--- src/rtl/axi_pkg.sv ---
// Shared AXI4 encodings and the transaction FSM state type for axi_cache_master.
package axi_pkg;

    localparam logic [1:0] BURST_FIXED = 2'b00;
    localparam logic [1:0] BURST_INCR  = 2'b01;
    localparam logic [1:0] BURST_WRAP  = 2'b10;

    localparam logic [1:0] RESP_OKAY   = 2'b00;
    localparam logic [1:0] RESP_EXOKAY = 2'b01;
    localparam logic [1:0] RESP_SLVERR = 2'b10;
    localparam logic [1:0] RESP_DECERR = 2'b11;

    typedef enum logic [2:0] {
        ST_IDLE = 3'd0,
        ST_AR   = 3'd1,
        ST_R    = 3'd2,
        ST_AW   = 3'd3,
        ST_W    = 3'd4,
        ST_B    = 3'd5,
        ST_RSP  = 3'd6
    } state_e;

endpackage

--- src/rtl/axi_cache_master.sv ---
// Single-outstanding AXI4 master that turns cache line / uncached word requests into
// AR/R or AW/W/B transactions. Every output is driven straight from a flop.
module axi_cache_master
    import axi_pkg::*;
#(
    parameter int DATA_WIDTH = 32,
    parameter int ADDR_WIDTH = 32,
    parameter int ID_WIDTH   = 4,
    parameter int AXI_ID     = 0,
    parameter int LINE_WORDS = 4,
    parameter int STRB_WIDTH = DATA_WIDTH / 8
) (
    input  logic                             clk,
    input  logic                             rst,

    input  logic                             req_valid,
    output logic                             req_ready,
    input  logic                             req_write,
    input  logic                             req_uncached,
    input  logic [ADDR_WIDTH-1:0]            req_addr,
    input  logic [LINE_WORDS*DATA_WIDTH-1:0] req_wdata,
    input  logic [STRB_WIDTH-1:0]            req_wstrb,

    output logic                             rsp_valid,
    input  logic                             rsp_ready,
    output logic [LINE_WORDS*DATA_WIDTH-1:0] rsp_rdata,
    output logic                             rsp_error,

    output logic [ID_WIDTH-1:0]              m_axi_awid,
    output logic [ADDR_WIDTH-1:0]            m_axi_awaddr,
    output logic [7:0]                       m_axi_awlen,
    output logic [2:0]                       m_axi_awsize,
    output logic [1:0]                       m_axi_awburst,
    output logic                             m_axi_awlock,
    output logic [3:0]                       m_axi_awcache,
    output logic [2:0]                       m_axi_awprot,
    output logic                             m_axi_awvalid,
    input  logic                             m_axi_awready,

    output logic [DATA_WIDTH-1:0]            m_axi_wdata,
    output logic [STRB_WIDTH-1:0]            m_axi_wstrb,
    output logic                             m_axi_wlast,
    output logic                             m_axi_wvalid,
    input  logic                             m_axi_wready,

    input  logic [ID_WIDTH-1:0]              m_axi_bid,
    input  logic [1:0]                       m_axi_bresp,
    input  logic                             m_axi_bvalid,
    output logic                             m_axi_bready,

    output logic [ID_WIDTH-1:0]              m_axi_arid,
    output logic [ADDR_WIDTH-1:0]            m_axi_araddr,
    output logic [7:0]                       m_axi_arlen,
    output logic [2:0]                       m_axi_arsize,
    output logic [1:0]                       m_axi_arburst,
    output logic                             m_axi_arlock,
    output logic [3:0]                       m_axi_arcache,
    output logic [2:0]                       m_axi_arprot,
    output logic                             m_axi_arvalid,
    input  logic                             m_axi_arready,

    input  logic [ID_WIDTH-1:0]              m_axi_rid,
    input  logic [DATA_WIDTH-1:0]            m_axi_rdata,
    input  logic [1:0]                       m_axi_rresp,
    input  logic                             m_axi_rlast,
    input  logic                             m_axi_rvalid,
    output logic                             m_axi_rready,

    output logic [2:0]                       dbg_state
);

    localparam int LINE_BITS = LINE_WORDS * DATA_WIDTH;
    localparam int BW        = (LINE_WORDS > 1) ? $clog2(LINE_WORDS) : 1;
    localparam int OFF_WORD  = $clog2(STRB_WIDTH);
    localparam int OFF_LINE  = $clog2(LINE_WORDS * STRB_WIDTH);

    localparam logic [ADDR_WIDTH-1:0] WORD_MASK = {ADDR_WIDTH{1'b1}} << OFF_WORD;
    localparam logic [ADDR_WIDTH-1:0] LINE_MASK = {ADDR_WIDTH{1'b1}} << OFF_LINE;
    localparam logic [BW-1:0]         LAST_BEAT = BW'(LINE_WORDS - 1);
    localparam logic [7:0]            LINE_LEN  = 8'(LINE_WORDS - 1);

    // Handshake rule on every channel: a beat transfers on the rising edge where
    // valid and ready are both high; valid never drops and payload never changes
    // before that edge.

    state_e                  state_q;
    logic                    req_ready_q;
    logic                    uncached_q;
    logic [ADDR_WIDTH-1:0]   addr_q;
    logic [7:0]              len_q;
    logic [STRB_WIDTH-1:0]   wstrb_q;
    logic [LINE_BITS-1:0]    line_q;
    logic [BW-1:0]           beat_q;
    logic                    err_q;
    logic                    arvalid_q;
    logic                    awvalid_q;
    logic                    wvalid_q;
    logic                    wlast_q;
    logic                    rready_q;
    logic                    bready_q;
    logic                    rsp_valid_q;

    logic [ADDR_WIDTH-1:0]   addr_d;
    logic [7:0]              len_d;
    logic [STRB_WIDTH-1:0]   wstrb_d;

    always_comb begin
        addr_d  = req_addr & (req_uncached ? WORD_MASK : LINE_MASK);
        len_d   = req_uncached ? 8'd0 : LINE_LEN;
        wstrb_d = req_uncached ? req_wstrb : {STRB_WIDTH{1'b1}};
    end

    always_ff @(posedge clk) begin
        if (rst) begin
            state_q     <= ST_IDLE;
            req_ready_q <= 1'b1;
            uncached_q  <= 1'b0;
            addr_q      <= '0;
            len_q       <= '0;
            wstrb_q     <= '0;
            line_q      <= '0;
            beat_q      <= '0;
            err_q       <= 1'b0;
            arvalid_q   <= 1'b0;
            awvalid_q   <= 1'b0;
            wvalid_q    <= 1'b0;
            wlast_q     <= 1'b0;
            rready_q    <= 1'b0;
            bready_q    <= 1'b0;
            rsp_valid_q <= 1'b0;
        end else begin
            case (state_q)
                ST_IDLE: begin
                    if (req_valid) begin
                        req_ready_q <= 1'b0;
                        uncached_q  <= req_uncached;
                        addr_q      <= addr_d;
                        len_q       <= len_d;
                        wstrb_q     <= wstrb_d;
                        beat_q      <= '0;
                        err_q       <= 1'b0;
                        // Reads start from a zeroed line so unused words of an uncached read stay 0.
                        line_q      <= req_write ? req_wdata : '0;
                        if (req_write) begin
                            awvalid_q <= 1'b1;
                            state_q   <= ST_AW;
                        end else begin
                            arvalid_q <= 1'b1;
                            state_q   <= ST_AR;
                        end
                    end
                end
                ST_AR: begin
                    if (m_axi_arready) begin
                        arvalid_q <= 1'b0;
                        rready_q  <= 1'b1;
                        state_q   <= ST_R;
                    end
                end
                ST_R: begin
                    if (m_axi_rvalid) begin
                        line_q[beat_q*DATA_WIDTH +: DATA_WIDTH] <= m_axi_rdata;
                        if (beat_q != LAST_BEAT) beat_q <= beat_q + 1'b1;
                        if (m_axi_rresp[1]) err_q <= 1'b1;
                        if (m_axi_rlast) begin
                            rready_q    <= 1'b0;
                            rsp_valid_q <= 1'b1;
                            state_q     <= ST_RSP;
                        end
                    end
                end
                ST_AW: begin
                    if (m_axi_awready) begin
                        awvalid_q <= 1'b0;
                        wvalid_q  <= 1'b1;
                        wlast_q   <= (len_q == 8'd0);
                        state_q   <= ST_W;
                    end
                end
                ST_W: begin
                    if (m_axi_wready) begin
                        if (wlast_q) begin
                            wvalid_q <= 1'b0;
                            wlast_q  <= 1'b0;
                            bready_q <= 1'b1;
                            state_q  <= ST_B;
                        end else begin
                            // The outgoing word is always the low slice; shift the next one down.
                            line_q  <= line_q >> DATA_WIDTH;
                            beat_q  <= beat_q + 1'b1;
                            wlast_q <= ((8'(beat_q) + 8'd1) == len_q);
                        end
                    end
                end
                ST_B: begin
                    if (m_axi_bvalid) begin
                        if (m_axi_bresp[1]) err_q <= 1'b1;
                        bready_q    <= 1'b0;
                        rsp_valid_q <= 1'b1;
                        state_q     <= ST_RSP;
                    end
                end
                ST_RSP: begin
                    if (rsp_ready) begin
                        rsp_valid_q <= 1'b0;
                        req_ready_q <= 1'b1;
                        state_q     <= ST_IDLE;
                    end
                end
                default: state_q <= ST_IDLE;
            endcase
        end
    end

    assign req_ready     = req_ready_q;
    assign rsp_valid     = rsp_valid_q;
    assign rsp_rdata     = line_q;
    assign rsp_error     = err_q;

    assign m_axi_awid    = ID_WIDTH'(AXI_ID);
    assign m_axi_awaddr  = addr_q;
    assign m_axi_awlen   = len_q;
    assign m_axi_awsize  = 3'(OFF_WORD);
    assign m_axi_awburst = BURST_INCR;
    assign m_axi_awlock  = 1'b0;
    assign m_axi_awcache = uncached_q ? 4'b0000 : 4'b0011;
    assign m_axi_awprot  = 3'b000;
    assign m_axi_awvalid = awvalid_q;

    assign m_axi_wdata   = line_q[DATA_WIDTH-1:0];
    assign m_axi_wstrb   = wstrb_q;
    assign m_axi_wlast   = wlast_q;
    assign m_axi_wvalid  = wvalid_q;
    assign m_axi_bready  = bready_q;

    assign m_axi_arid    = ID_WIDTH'(AXI_ID);
    assign m_axi_araddr  = addr_q;
    assign m_axi_arlen   = len_q;
    assign m_axi_arsize  = 3'(OFF_WORD);
    assign m_axi_arburst = BURST_INCR;
    assign m_axi_arlock  = 1'b0;
    assign m_axi_arcache = uncached_q ? 4'b0000 : 4'b0011;
    assign m_axi_arprot  = 3'b000;
    assign m_axi_arvalid = arvalid_q;
    assign m_axi_rready  = rready_q;

    assign dbg_state     = state_q;

    // IDs and the exclusive-okay bit carry no meaning with one transaction in flight.
    logic unused_ok;
    assign unused_ok = ^{m_axi_bid, m_axi_rid, m_axi_bresp[0], m_axi_rresp[0]};

endmodule
--- config.mk ---
export PLATFORM = sky130hd
export DESIGN_NAME = axi_cache_master
export DESIGN_NICKNAME = d
export VERILOG_FILES = /design/src/rtl/axi_pkg.sv /design/src/rtl/axi_cache_master.sv
export SDC_FILE = /design/constraint.sdc
export NUM_CORES = 1
export LEC_CHECK = 0
export CORE_AREA = 2 2 197 199
export DETAILED_ROUTE_END_ITERATION = 7
export DIE_AREA = 0 0 199 201
export PLACE_DENSITY_LB_ADDON = 0.08
export SETUP_SLACK_MARGIN = 0.15
export SLEW_MARGIN = 20
export SYNTH_ARGS = -nofsm -noshare
export SYNTH_HDL_FRONTEND = slang
export SYNTH_SLANG_ARGS = --single-unit
--- constraint.sdc ---
create_clock -name clk -period 2.62 [get_ports clk]
set_input_delay 0.393 -clock clk [delete_from_list [all_inputs] [get_ports clk]]
set_output_delay 0.393 -clock clk [all_outputs]
set_load 0.005 [all_outputs]
* Word-level counts from Yosys, hierarchy flattened
Index checks and enable logic that the tools add are counted.
Cells by class: $add $sub $neg 3, equality and inequality tests 23, shift operators 2, muxes and demuxes 65, bitwise operators 1, reductions and logical operators 24
Operators by type and width (count):
- $mux W128 | 5
- $pmux W128 S3 | 1
- $bwmux W128 | 1
- $shift A32 B34 Y128 const A | 1
- $shiftx A32 B34 Y128 | 1
- $neg A7 Y34 | 1
- $and A32 B32 Y32 | 1
- $ne A2 B2 Y1 const B | 16
- $mux W1 | 28
- $mux W3 | 9
- $pmux W3 S7 | 1
- $reduce_and A4 Y1 | 5
- $mux W2 | 8
- $pmux W1 S2 | 7
- $reduce_and A6 Y1 | 2
- $reduce_bool A2 Y1 | 6
- $reduce_and A5 Y1 | 2
- $eq A3 B3 Y1 const B | 3
- $reduce_and A9 Y1 | 1
- $reduce_bool A3 Y1 | 3
- $eq A3 B8 Y1 | 1
- $logic_not A8 Y1 | 1
- $mux W4 | 2
- $eq A3 B2 Y1 const B | 2
- 8 further kinds | 10
Word-level totals: register bits 187, input port bits 220, output and inout bits 290, logic and storage cells 134

* Depth between registers and ports, before layout
word-level depth 5, mapped depth 10, gate-level depth less buffers 6

* Least setup slack after synthesis
Ideal clock, no wire load.
path kind flip-flop to flip-flop, from register beat_q[0], to register line_q[56], in the netlist rsp_rdata[56], library setup time 0.146 ns, arrival 2.566 ns, data required time 2.474 ns, slack -0.093 ns, cell stages (with the launch flop) 11, path buffers 4, clock period less this slack 2.713 ns, path through dfxtp_1 > clkbuf_1 > clkbuf_1 > inv_1 > ha_1 > and4b_1 > clkbuf_1 > clkbuf_1 > a22o_1 > a222oi_1 > a211oi_2
Between the ends: longest elaborated chain between the ends 5, elaborated cells on any way between the ends 6, those cells by class add/sub (1); shift (2); mux (3)
RTL lines:
- start, declared | RTL line axi_cache_master.sv:93 | logic [BW-1:0] beat_q;
- start signal, assigned | RTL line axi_cache_master.sv:163 | if (beat_q != LAST_BEAT) beat_q <= beat_q + 1'b1;
- start signal, assigned | RTL line axi_cache_master.sv:190 | beat_q <= beat_q + 1'b1;
- $neg A7 Y34 (*) | RTL line axi_cache_master.sv:162 | line_q[beat_q*DATA_WIDTH +: DATA_WIDTH] <= m_axi_rdata;
- $shiftx A32 B34 Y128 / $shift A32 B34 Y128 (equally long branches) | RTL line axi_cache_master.sv:162
- $bwmux W128 (*) | RTL line axi_cache_master.sv:162
- $mux W128 (*) | RTL line axi_cache_master.sv:161 | if (m_axi_rvalid) begin
- $pmux W128 S3 (*) | RTL line axi_cache_master.sv:132 | case (state_q)
- end signal, assigned | RTL line axi_cache_master.sv:143 | line_q <= req_write ? req_wdata : '0;
- end signal, assigned by index | RTL line axi_cache_master.sv:162
- end signal, assigned | RTL line axi_cache_master.sv:189 | line_q <= line_q >> DATA_WIDTH;
- end, declared | RTL line axi_cache_master.sv:92 | logic [LINE_BITS-1:0] line_q;
Every way passes the cells marked *; elsewhere a longest branch is shown, timed or not. The select of a mux whose other input is x is not followed. A chain may end at the register's enable or synchronous reset.

* Worst setup path after layout
from register state_q[1], in the netlist dbg_state[1], to register line_q[19], in the netlist rsp_rdata[19]
Between the ends: longest elaborated chain between the ends 3, elaborated cells on any way between the ends 10, those cells by class eq/ne (6); mux (1); reduce/logical (3)
RTL lines:
- start, declared | RTL line axi_cache_master.sv:86 | state_e state_q;
- start signal, assigned | RTL line axi_cache_master.sv:115 | state_q <= ST_IDLE;
- start signal, assigned | RTL line axi_cache_master.sv:146 | state_q <= ST_AW;
- start signal, assigned | RTL line axi_cache_master.sv:149 | state_q <= ST_AR;
- $eq A3 B3 Y1, or another cell as far along | RTL line axi_cache_master.sv:132
- $ne A2 B2 Y1 (no line) / $reduce_bool A3 Y1 (equally long branches)
- $reduce_and A5 Y1 (no line)
Several ways; a longest one is shown, not always the timed one.

==> run metrics <==
status=finished, violations left; failing checks=design-rule violations; critical-path cell list=nor3b_4 -> nand2_1 -> a31oi_4 -> o2bb2ai_1; top-count cell post-synth=dfxtp_1; nets@finish=1754; logic gate share of total power=55.2%; Pint=9.532 mW; CP max stage delay=0.79 ns; Reg area=3572 um2; clk_lat worst skew=0.45 ns; H-tree depth=4; warning count from the yosys run=0; global-route wire length before repair=73790 um; Clock Path Buffers=2; critical path capture point type=register; Tot GR Track Use=24.43%; share of layout cells above drive strength 1=8.571%; Top delay family on crit path=compound AO/OA/AOI/OAI gates; full die area=40000 um2; post-DR wirelength/cell=24.39 um; gp weighted congestion=0.8012; antenna-violating nets left=0; Syn Area/Cell=8.714 um2; initial antenna violation count=10; DRT Pass-1 Iters=8; Setup WS post-layout=0.3495 ns; CTS Sinks=178; synthesis-to-finish area growth=48.10%; Slew headroom=37.29%; startpoint types=register; distinct cell type count of the synthesized netlist=61; top cell type's share of synthesized area=33.80%; synthesized flop and latch total=178; dominant cells by area after synthesis=dfxtp_1 34%, buf_4 8.5%, a21oi_1 6.5%, o2bb2ai_1 4.3%, a222oi_1 4.1%; initial core utilization=27.67%; Seq pwr share=28.6%; final std cells w/o fill=2063; Clk pin slew, worst setup/hold paths=0.07 ns; FFs w/ async S/R, synth=0%; post_cts resized=0; total power=16.30 mW; post-DP HPWL=34220 um; CTS Hold Bufs=0; f_max=440.4 MHz; TritonCTS clock tree=yes; Post-Synthesis Cells=1210; DIE HEIGHT=201 um; Final setup viols=0; WP buf/inv=0; max_cap viols=0; clock power share=16.1%; die width=199 um; IO Count=510; P per Cell Area=1044 nW/um2; Post-Route Setup TNS=0 ns; FP Rows=72; initial DRC count=928; arrival time worst endpoint=2.65 ns; RSZ-0062 raised after global routing=no; Clock Skews=0.009901 ns; pre-CTS setup slack=0.1763 ns; Clk Tree Root Cell=clkbuf_16; crit share post-route=86.66%; via count of the first global-routing pass=11090; Synth Flop Type=dfxtp_1; VDD IR max=0.0006916 V; Port Buffers=451; Mapped Area=10540 um2; DP Cell Count=2028; FILL cells=3933; multi-input logic area=5718 um2; Worst Path Max Fanout=31; min cycle time layout=2.271 ns; Post-CTS Setup Inserts=0; worst hold path type=in2reg; EDFF count, synth=0; Setup CP Type=reg2reg; total number of vias=11200; worst path required time=3.00 ns; sw frac=41.52%; max-slew violations=0; Worst Tran Pin Value=0.9406 ns; register area share after synthesis=33.80%; Hold Vio Cnt, Final=0; Vias/cell=5.431; Critical-path top delay cell=a31oi_4; largest net degree at the start of global routing=58; Lkg Pwr=5.378 nW; cell taking the most area after synthesis=dfxtp_1; CTS Buf Count=17; DRT Wirelength=50320 um; Core Footprint=38110 um2; GR Overflow Total=0; Post-route DRC=2; Psw=6.766 mW; Synth top cells by count=178 x dfxtp_1, 137 x a21oi_1, 120 x buf_4
==> layout by cell type (no fill, tap or decap), types with 4 or more instances in the layout <==
cell and n:
a211oi_1 24, a211oi_2 20, a21oi_1 136, a222oi_1 43, a22o_1 44, a22oi_1 32, a2bb2oi_1 34, a311oi_1 33
a32o_1 23, buf_12 10, buf_4 45, clkbuf_16 18, clkdlybuf4s50_1 449, clkinv_2 5, conb_1 46, dfxtp_1 175
diode_2 5, ha_1 4, inv_1 11, nand2_1 104, nor2_1 18, nor2b_1 34, nor3_1 6, nor3b_1 36
o21ai_0 35, o22a_1 33, o2bb2ai_1 52
==> power groups by stage <==
| stage | Combinational [mW] | Sequential, mW | Clock [mW] |
|---|---|---|---|
| after floorplan | 4.94 | 4.37 | 0 |
| after global placement | 8.95 | 4.70 | 0 |
| after detailed placement | 9.00 | 4.72 | 0 |
| after CTS | 9.03 | 4.67 | 2.71 |
| after global routing | 9.64 | 4.80 | 2.80 |
| final | 9.00 | 4.67 | 2.63 |
==> cells by family (layout without fill, tap and decap cells) <==
group | after synthesis | count (layout) | share of synthesized area [%]
flip-flops | 178 | 178 | 33.80
XOR/XNOR | 1 | 1 | 0.08308
adder cells (fa/ha/maj) | 5 | 5 | 0.5933
buffers and inverters | 262 | 548 | 14.62
multiplexers | 3 | 3 | 0.3441
AND/OR/NAND/NOR | 226 | 226 | 11.43
AO/OA/AOI/OAI | 533 | 533 | 39.07
other | 2 | 51 | 0.07123
==> layout make-up <==
class,count,share of cell area [%]
multi-input cells,814,36.62
repair buffers,506,32.33
flip-flops and latches,178,22.88
well taps,518,4.151
clock buffers,21,3.149
clock inverters,9,0.5048
inverters,12,0.2885
diodes,5,0.08013
==> path summary, 6_finish.rpt <==
path / slack (ns) / cells past startpoint / end / start
min reg2reg: 0.45 / 2 / req_ready$_SDFFE_PP1P_ / req_ready$_SDFFE_PP1P_
max reg2reg: 0.35 / 4 / rsp_rdata[19]$_SDFFE_PP0P_ / dbg_state[1]$_SDFFE_PP0P_
min: 0.35 / 2 / m_axi_rready$_SDFFE_PP0P_ / rst
max: 0.35 / 4 / rsp_rdata[19]$_SDFFE_PP0P_ / dbg_state[1]$_SDFFE_PP0P_
==> flip-flops by register name (all words and copies together) (netlist names) <==
signal	flops
m_axi_arlen	1
m_axi_bready	1
m_axi_awvalid	1
dbg_state	3
uncached_q	1
m_axi_wlast	1
beat_q	2
rsp_rdata	128
m_axi_wvalid	1
req_ready	1
m_axi_rready	1
m_axi_arvalid	1
m_axi_wstrb	4
rsp_valid	1
rsp_error	1
m_axi_araddr	30
==> metal layers <==
metal | wire length, um | track usage [%]
met2 | 23710 | 39.67
met5 | 69 | 0
met3 | 3738 | 6.401
met1 | 21620 | 31.44
met4 | 1177 | 7.783
==> through the flow <==
stage / utilization (%) / instance area [um2] / hold WS [ns]
2_1_floorplan: - / 10720 / 0.4363
5_1_grt: 40.98 / 15620 / 0.3469
6_report: 40.98 / 15620 / 0.3496
3_5_place_dp: 39.45 / 15030 / 0.4369
4_1_cts: 40.94 / 15600 / 0.3500
3_3_place_gp: 39.45 / 15030 / 0.4349
(Power assumes the default switching activity.)
